[src/rtl/title_blitter.sv]
// title_blitter: walks a captured title bitmap row-major and issues one clipped single-cell write per cell
// Optional build macro TITLE_SKIP_ZERO_EN: only set pixels are written; zero cells are skipped like clipped ones.
module title_blitter #(
    parameter int TITLE_WIDTH  = 28,
    parameter int TITLE_HEIGHT = 6,
    parameter int BOARD_W      = 32,
    parameter int BOARD_H      = 24,
    localparam int XW = $clog2(BOARD_W),
    localparam int YW = $clog2(BOARD_H)
) (
    input  logic                                clk,
    input  logic                                reset_n,
    input  logic [TITLE_WIDTH*TITLE_HEIGHT-1:0] title,
    input  logic [XW-1:0]                       x_off,
    input  logic [YW-1:0]                       y_off,
    input  logic                                start,
    input  logic                                wr_ready,
    output logic                                wr_valid,
    output logic [XW-1:0]                       wr_x,
    output logic [YW-1:0]                       wr_y,
    output logic                                wr_data,
    output logic                                busy,
    output logic                                done
);
    localparam int N  = TITLE_WIDTH * TITLE_HEIGHT;
    localparam int IW = $clog2(N);
    localparam int CW = (TITLE_WIDTH > 1) ? $clog2(TITLE_WIDTH) : 1;
    localparam int RW = (TITLE_HEIGHT > 1) ? $clog2(TITLE_HEIGHT) : 1;

    typedef enum logic [1:0] {IDLE, SCAN, DONE} state_t;

    state_t        state;
    logic [N-1:0]  bitmap;
    logic [XW-1:0] x_r;
    logic [YW-1:0] y_r;
    logic [CW-1:0] col;
    logic [RW-1:0] row;
    logic [XW:0]   sum_x;
    logic [YW:0]   sum_y;
    logic [IW-1:0] idx;
    logic          pix;
    logic          vis;
    logic          retire;
    logic          last;

    // Destination address, clipping and the current cell's bit; sums carry one extra bit so overflow clips
    always_comb begin
        sum_x  = (XW+1)'(x_r) + (XW+1)'(col);
        sum_y  = (YW+1)'(y_r) + (YW+1)'(row);
        idx    = IW'(row) * IW'(TITLE_WIDTH) + IW'(col);
        pix    = bitmap[idx];
        vis    = (state == SCAN) && (sum_x < (XW+1)'(BOARD_W)) && (sum_y < (YW+1)'(BOARD_H));
`ifdef TITLE_SKIP_ZERO_EN
        vis    = vis && pix;
`endif
        retire = (state == SCAN) && (!vis || wr_ready);
        last   = (row == RW'(TITLE_HEIGHT-1)) && (col == CW'(TITLE_WIDTH-1));
    end

    assign wr_valid = vis;
    assign wr_x     = vis ? sum_x[XW-1:0] : '0;
    assign wr_y     = vis ? sum_y[YW-1:0] : '0;
    assign wr_data  = vis & pix;

    // Blit sequencer: capture on start, step one cell per retire, pulse done after the final cell
    always_ff @(posedge clk or negedge reset_n) begin
        if (!reset_n) begin
            state  <= IDLE;
            bitmap <= '0;
            x_r    <= '0;
            y_r    <= '0;
            col    <= '0;
            row    <= '0;
            busy   <= 1'b0;
            done   <= 1'b0;
        end else begin
            case (state)
                IDLE: if (start) begin
                    bitmap <= title;
                    x_r    <= x_off;
                    y_r    <= y_off;
                    col    <= '0;
                    row    <= '0;
                    busy   <= 1'b1;
                    state  <= SCAN;
                end
                SCAN: if (retire) begin
                    if (last) begin
                        col   <= '0;
                        row   <= '0;
                        busy  <= 1'b0;
                        done  <= 1'b1;
                        state <= DONE;
                    end else if (col == CW'(TITLE_WIDTH-1)) begin
                        col <= '0;
                        row <= row + 1'b1;
                    end else begin
                        col <= col + 1'b1;
                    end
                end
                DONE: begin
                    done  <= 1'b0;
                    state <= IDLE;
                end
                default: state <= IDLE;
            endcase
        end
    end
endmodule

[config.mk]
export PLATFORM = sky130hd
export DESIGN_NAME = title_blitter
export DESIGN_NICKNAME = d
export VERILOG_FILES = /design/src/rtl/title_blitter.sv
export SDC_FILE = /design/constraint.sdc
export NUM_CORES = 1
export LEC_CHECK = 0
export ABC_AREA = 1
export BUFFER_PORTS_ARGS = -buffer_cell sky130_fd_sc_hd__buf_2
export CORE_ASPECT_RATIO = 2
export CORE_MARGIN = 5
export CORE_UTILIZATION = 50
export DETAILED_ROUTE_END_ITERATION = 12
export PLACE_DENSITY = 0.74
export RECOVER_POWER = 100
export SLEW_MARGIN = 20
export SYNTH_ARGS = -nofsm -noshare
export SYNTH_HDL_FRONTEND = slang
export SYNTH_SLANG_ARGS = --single-unit
[constraint.sdc]
create_clock -name clk -period 4.75 [get_ports clk]
set_input_delay 1.425 -clock clk [delete_from_list [all_inputs] [get_ports clk]]
set_output_delay 1.425 -clock clk [all_outputs]
set_load 0.01 [all_outputs]
After elaboration in Yosys (flattened, before gate mapping) --
Index checks and enable logic that the tools add are counted.
Operators by class: reductions and logical operators 15, mux-type cells 25, bitwise logic cells 1, multiply operators 1, add/subtract/negate cells 5, magnitude comparators 3, equality and inequality tests 8
Operators with widths (number):
- $mux W5 | 6
- $mux W3 | 4
- $pmux W5 S2 | 1
- $lt A8 B9 Y1 const B | 1
- $reduce_and A3 Y1 | 3
- $add A8 B5 Y8 | 1
- $bmux W1 S8 | 1
- $reduce_and A4 Y1 | 2
- $add A5 B3 Y6 | 1
- $add A5 B5 Y6 | 1
- $lt A6 B5 Y1 const B | 1
- $lt A6 B6 Y1 const B | 1
- $mul A3 B3 Y6 const B | 1
- $mux W1 | 6
- $mux W2 | 3
- $ne A2 B2 Y1 const B | 3
- $pmux W3 S2 | 1
- $add A5 B1 Y5 const B | 1
- $eq A5 B5 Y1 const B | 1
- $logic_and A1 B1 Y1 | 4
- $pmux W1 S2 | 2
- $pmux W2 S2 | 1
- $reduce_bool A2 Y1 | 2
- $add A3 B1 Y3 const B | 1
- 9 further kinds | 9
Storage, ports and cells: bits of input ports 182, flip-flop bits (word level) 190, output and inout port bits 14, logic and storage cells 66

Longest topological paths before layout --
depth in word-level cells 9, depth in mapped cells 15, gate-level depth less buffers 15

Worst setup path after synthesis --
Ideal clock, no wire load.
path kind register to output, start point register row[0], end point output wr_data, stages on the path, launching flop included 14, buffers on the path 0, data required time 3.325 ns, path slack 0.712 ns, data arrival time 2.613 ns, cell sequence dfrtp_1 fa_1 ha_1 ha_1 xnor2_4 inv_4 nor2_4 a21boi_1 nor2_1 nand2_1 nand2_1 nand2_1 nand2_1 nor2_1
On the way: cells in the longest elaborated chain, start to end 5, elaborated cells between the ends (all ways) 8, those cells by class 2 x add/sub; 1 x mul; 1 x order compare; 2 x mux; 1 x bitwise; 1 x reduce/logical
RTL lines:
- start: declaration | line 37 | logic [RW-1:0] row;
- start signal: assignment | line 96 | row <= row + 1'b1;
- $mul A3 B3 Y6 | line 50 | idx = IW'(row) * IW'(TITLE_WIDTH) + IW'(col);
- $add A8 B5 Y8 | line 50
- $bmux W1 S8 | line 51 | pix = bitmap[idx];
- $mux W1 (implied by the code) | line 51
- $and A1 B1 Y1 (*) | line 63 | assign wr_data = vis & pix;
- end: declaration | line 21 | output logic wr_data,
Every way passes the cells marked *; elsewhere a longest branch is shown, timed or not. The select of a mux whose other input is x is not followed.

Final worst setup path --
Same ends and word-level chain as after synthesis.

==> results by group <==
STA
  – F_max: approximately 220 MHz
  – Clock skew: approximately 0.0096 ns
  – Clock period minus worst slack: 4.60 ns
  – Final Hold Viols: 0
  – RSZ-0062 raised after global routing: true
  – Worst-Margin Slew: roughly 2.1 ns
  – Fin crit share: 96.9%
  – Slew HR: -39.6%
  – Final setup margin: ~0.15 ns
  – Final setup vio count: 0
  – Max Slew Vio Count: around 130
  – Sum Neg Setup Slack: 0 ns

Outcome
  – Outcome: finished with violations
  – Failing checks: capacitance limit, slew limit

Worst setup path
  – Reg-to-reg slack, setup: around 1.1 ns
  – Worst R2R Path Depth: 4
  – Cells along the critical path: fa_1 > ha_2 > fa_2 > nand2_1 > o21ai_2 > xor2_2 > a21oi_1 > o21ai_1 > nand2_1 > nand2_1 > nor2_2 > buf_2
  – Max incr delay on CP: ~0.6 ns
  – Worst setup EP type: output pin
  – CP Data Arrival Time: roughly 3.2 ns
  – CP max-delay cell: fa_2
  – Cell family with most CP delay: adder cells
  – R2R Path Start: state[1]
  – Kind of critical path: flop to output pin
  – FF-to-FF End: x_r[3]
  – Worst EP required: approximately 3.3 ns
  – Startpoint Class: flop
  – Most common cell on crit path: nand2_1
  – Crit path buf inv count: 1
  – Worst-path maximum fanout: 5

Synthesis
  – Post-Synthesis Cells: between 900 and 1,000
  – Synth cell types: 34
  – Asr flop ratio synth: 100%
  – Net Count, Synth: around 1,200
  – Yosys warns: 0
  – Commonest cells post-synth: nand2_1 (263), dfrtp_1 (190), mux2_2 (172), nand3_1 (138), inv_1 (39)
  – Top cells by area, synth: dfrtp_1 (49%), mux2_2 (20%), nand2_1 (10%), nand3_1 (7.1%), ha_1 (2.3%)
  – Synth Flop Type: dfrtp_1
  – Synth Area per Inst: around 10 um^2
  – Number of synthesized flops with an enable pin: 0
  – Synth Cell Area: ~10000 um^2
  – Cell accounting for the most synthesized area: dfrtp_1
  – Area share of the largest cell type after synthesis: 48.8%
  – Sequential area share after synthesis: 48.8%
  – Most frequent cell after synthesis: nand2_1
  – Post-synthesis register bit count: 190

Routing
  – Vias per cell: ~5.3
  – Initial DRC Count: 330
  – Via count: roughly 7,600
  – DRC viols: 0
  – Detail Route Antenna Nets: 0
  – DR WL/cell: 18.6 um
  – Routed wire length: between 20 and 30 mm
  – First-pass DRT Iterations: 7

Placed design
  – Gpl congestion: between 0.8 and 0.9
  – Port Buffer Count: 195
  – Placed Cells incl. Taps: between 1,000 and 1,500
  – Detailed placer's ending HPWL: between 15 and 20 mm
  – Dpl ws: between 0.3 and 0.4 ns

Floorplan
  – Die Span Y: roughly 210 um
  – IO Count: about 200
  – Die area: around 23,000 um^2
  – Core Region: slightly below 20,000 um^2
  – Initial Util: 50.5%
  – Die X: 109 um
  – Site Rows: slightly above 70

Pwr
  – Pwr dens: 277 nW/um^2
  – Maximum vdd ir drop: 360 uV
  – Design Power: 3.20 mW
  – Leak pwr: 6.15 nW

Clock network
  – H-tree levels: 4
  – Hold Buf Count CTS: 0
  – Clock-pin slew on the worst setup and hold paths: roughly 0.070 ns
  – Clock buffer depth: 2
  – Total CTS buffers: 17
  – CTS tree: done
  – CTS root buffer: clkbuf_16
  – Worst skew pair latency: roughly 0.45 ns
  – Clk sinks: 190

Final layout
  – Final #Nets: 1,366
  – Layout Utilization: 60.0%
  – Post-Layout Cell Count: roughly 1,400
  – Area added between synthesis and finish: 18.7%
  – Share of cells above drive strength 1: between 30% and 40%

Global route
  – Largest net degree at the start of global routing: 90
  – Remaining global-route overflow: 0
  – Initial antenna violation count: 5
  – Vias in the first global route: ~8,300
  – GRT Total Usage: 24.7%
  – First-pass GRT wire length: around 42 mm

Worst hold path
  – WHS Path Cells: 1
  – Hold Crit Start: bitmap[145]
  – WHS Endpoint: bitmap[145]
  – Hold crit path type: flop to flop

Job
  – Max Cap Viol: 2
## metrics by stage
stage / hold slack, ns / instance area [um^2]
2_1_floorplan: 0.480 / 9740
3_3_place_gp: 0.455 / 10900
3_5_place_dp: 0.459 / 10900
4_1_cts: 0.507 / 11500
5_1_grt: 0.514 / 11600
6_report: 0.505 / 11600
## metal layers
layer  part of all wire [%]  GRT usage (%)
met5                      0              0
met4                    6.8           16.6
met3                    3.5           4.61
met2                     55           43.1
met1                     35           26.2
## sequential cells by signal (all words and copies together), names as in the netlist
register  cells
col           5
state         2
bitmap      168
y_r           5
busy          1
x_r           5
row           3
done          1
## worst reg2reg max path, stage by stage, from the launching register on
cell and delay [ns]:
dfrtp_1 0.41, nor2_1 0.08, nand2_1 1.51, clkbuf_1 1.13
mux2_2 0.45
## placed cells by master (no fill, tap or decap), drive strengths merged, types with 4 or more instances in the layout
| master | instances |
|---|---|
| fa | 6 |
| mux2 | 172 |
| clkbuf | 28 |
| a21oi | 20 |
| nand3 | 142 |
| o21ai | 13 |
| xor2 | 5 |
| buf | 212 |
| clkinv | 5 |
| dfrtp | 190 |
| diode | 5 |
| nor2 | 37 |
| ha | 18 |
| inv | 42 |
| nand2 | 264 |
| xnor2 | 4 |
## where the power goes
part	leakage [nW]	switching (mW)	internal [mW]	total, mW
Sequential	2.59	0	1.62	1.62
Clock	0.282	0.623	0.843	1.47
Combinational	3.28	0.0638	0.0553	0.119
Total	6.15	0.687	2.52	3.20
## worst max-delay path by stage
stage,start,end,slack (ns),cells past startpoint
final,row[0],wr_data,0.15,12
after global routing,row[0],wr_data,-0.06,12
after CTS,row[0],wr_data,0.03,14
after detailed placement,row[1],wr_data,0.36,14
after global placement,row[0],wr_data,0.44,15
after floorplan,row[0],wr_data,0.71,13
## what timing repair did
item,CTS,global route
pin swaps,2,1
endpoints found under the hold margin,0,0
setup buffers,1,4
setup endpoints to repair,1,1
gates resized for setup,4,8
## kinds of logic (layout without fill, tap and decap cells)
| group | after synthesis | in the layout | synth area share (%) |
|---|---|---|---|
| simple gates | 450 | 450 | 19.9 |
| xor+xnor | 9 | 9 | 1.00 |
| compound gates | 36 | 36 | 1.93 |
| fa+ha+maj | 24 | 24 | 3.54 |
| flops | 190 | 190 | 48.8 |
| mux | 172 | 172 | 19.9 |
| buf+inv | 95 | 292 | 4.97 |
| other cells | 0 | 5 | 0 |
## final cells by class
type	instances	area, um^2
Inverter	43	166
Multi-Input combinational cell	691	4540
Timing Repair Buffer	217	1170
Clock buffer	23	458
Fill cell	1734	7720
Antenna cell	5	12.5
Sequential cell	190	4760
Clock inverter	9	136
Tap cell	259	324
Note: power is estimated with default switching activity, not from simulation.
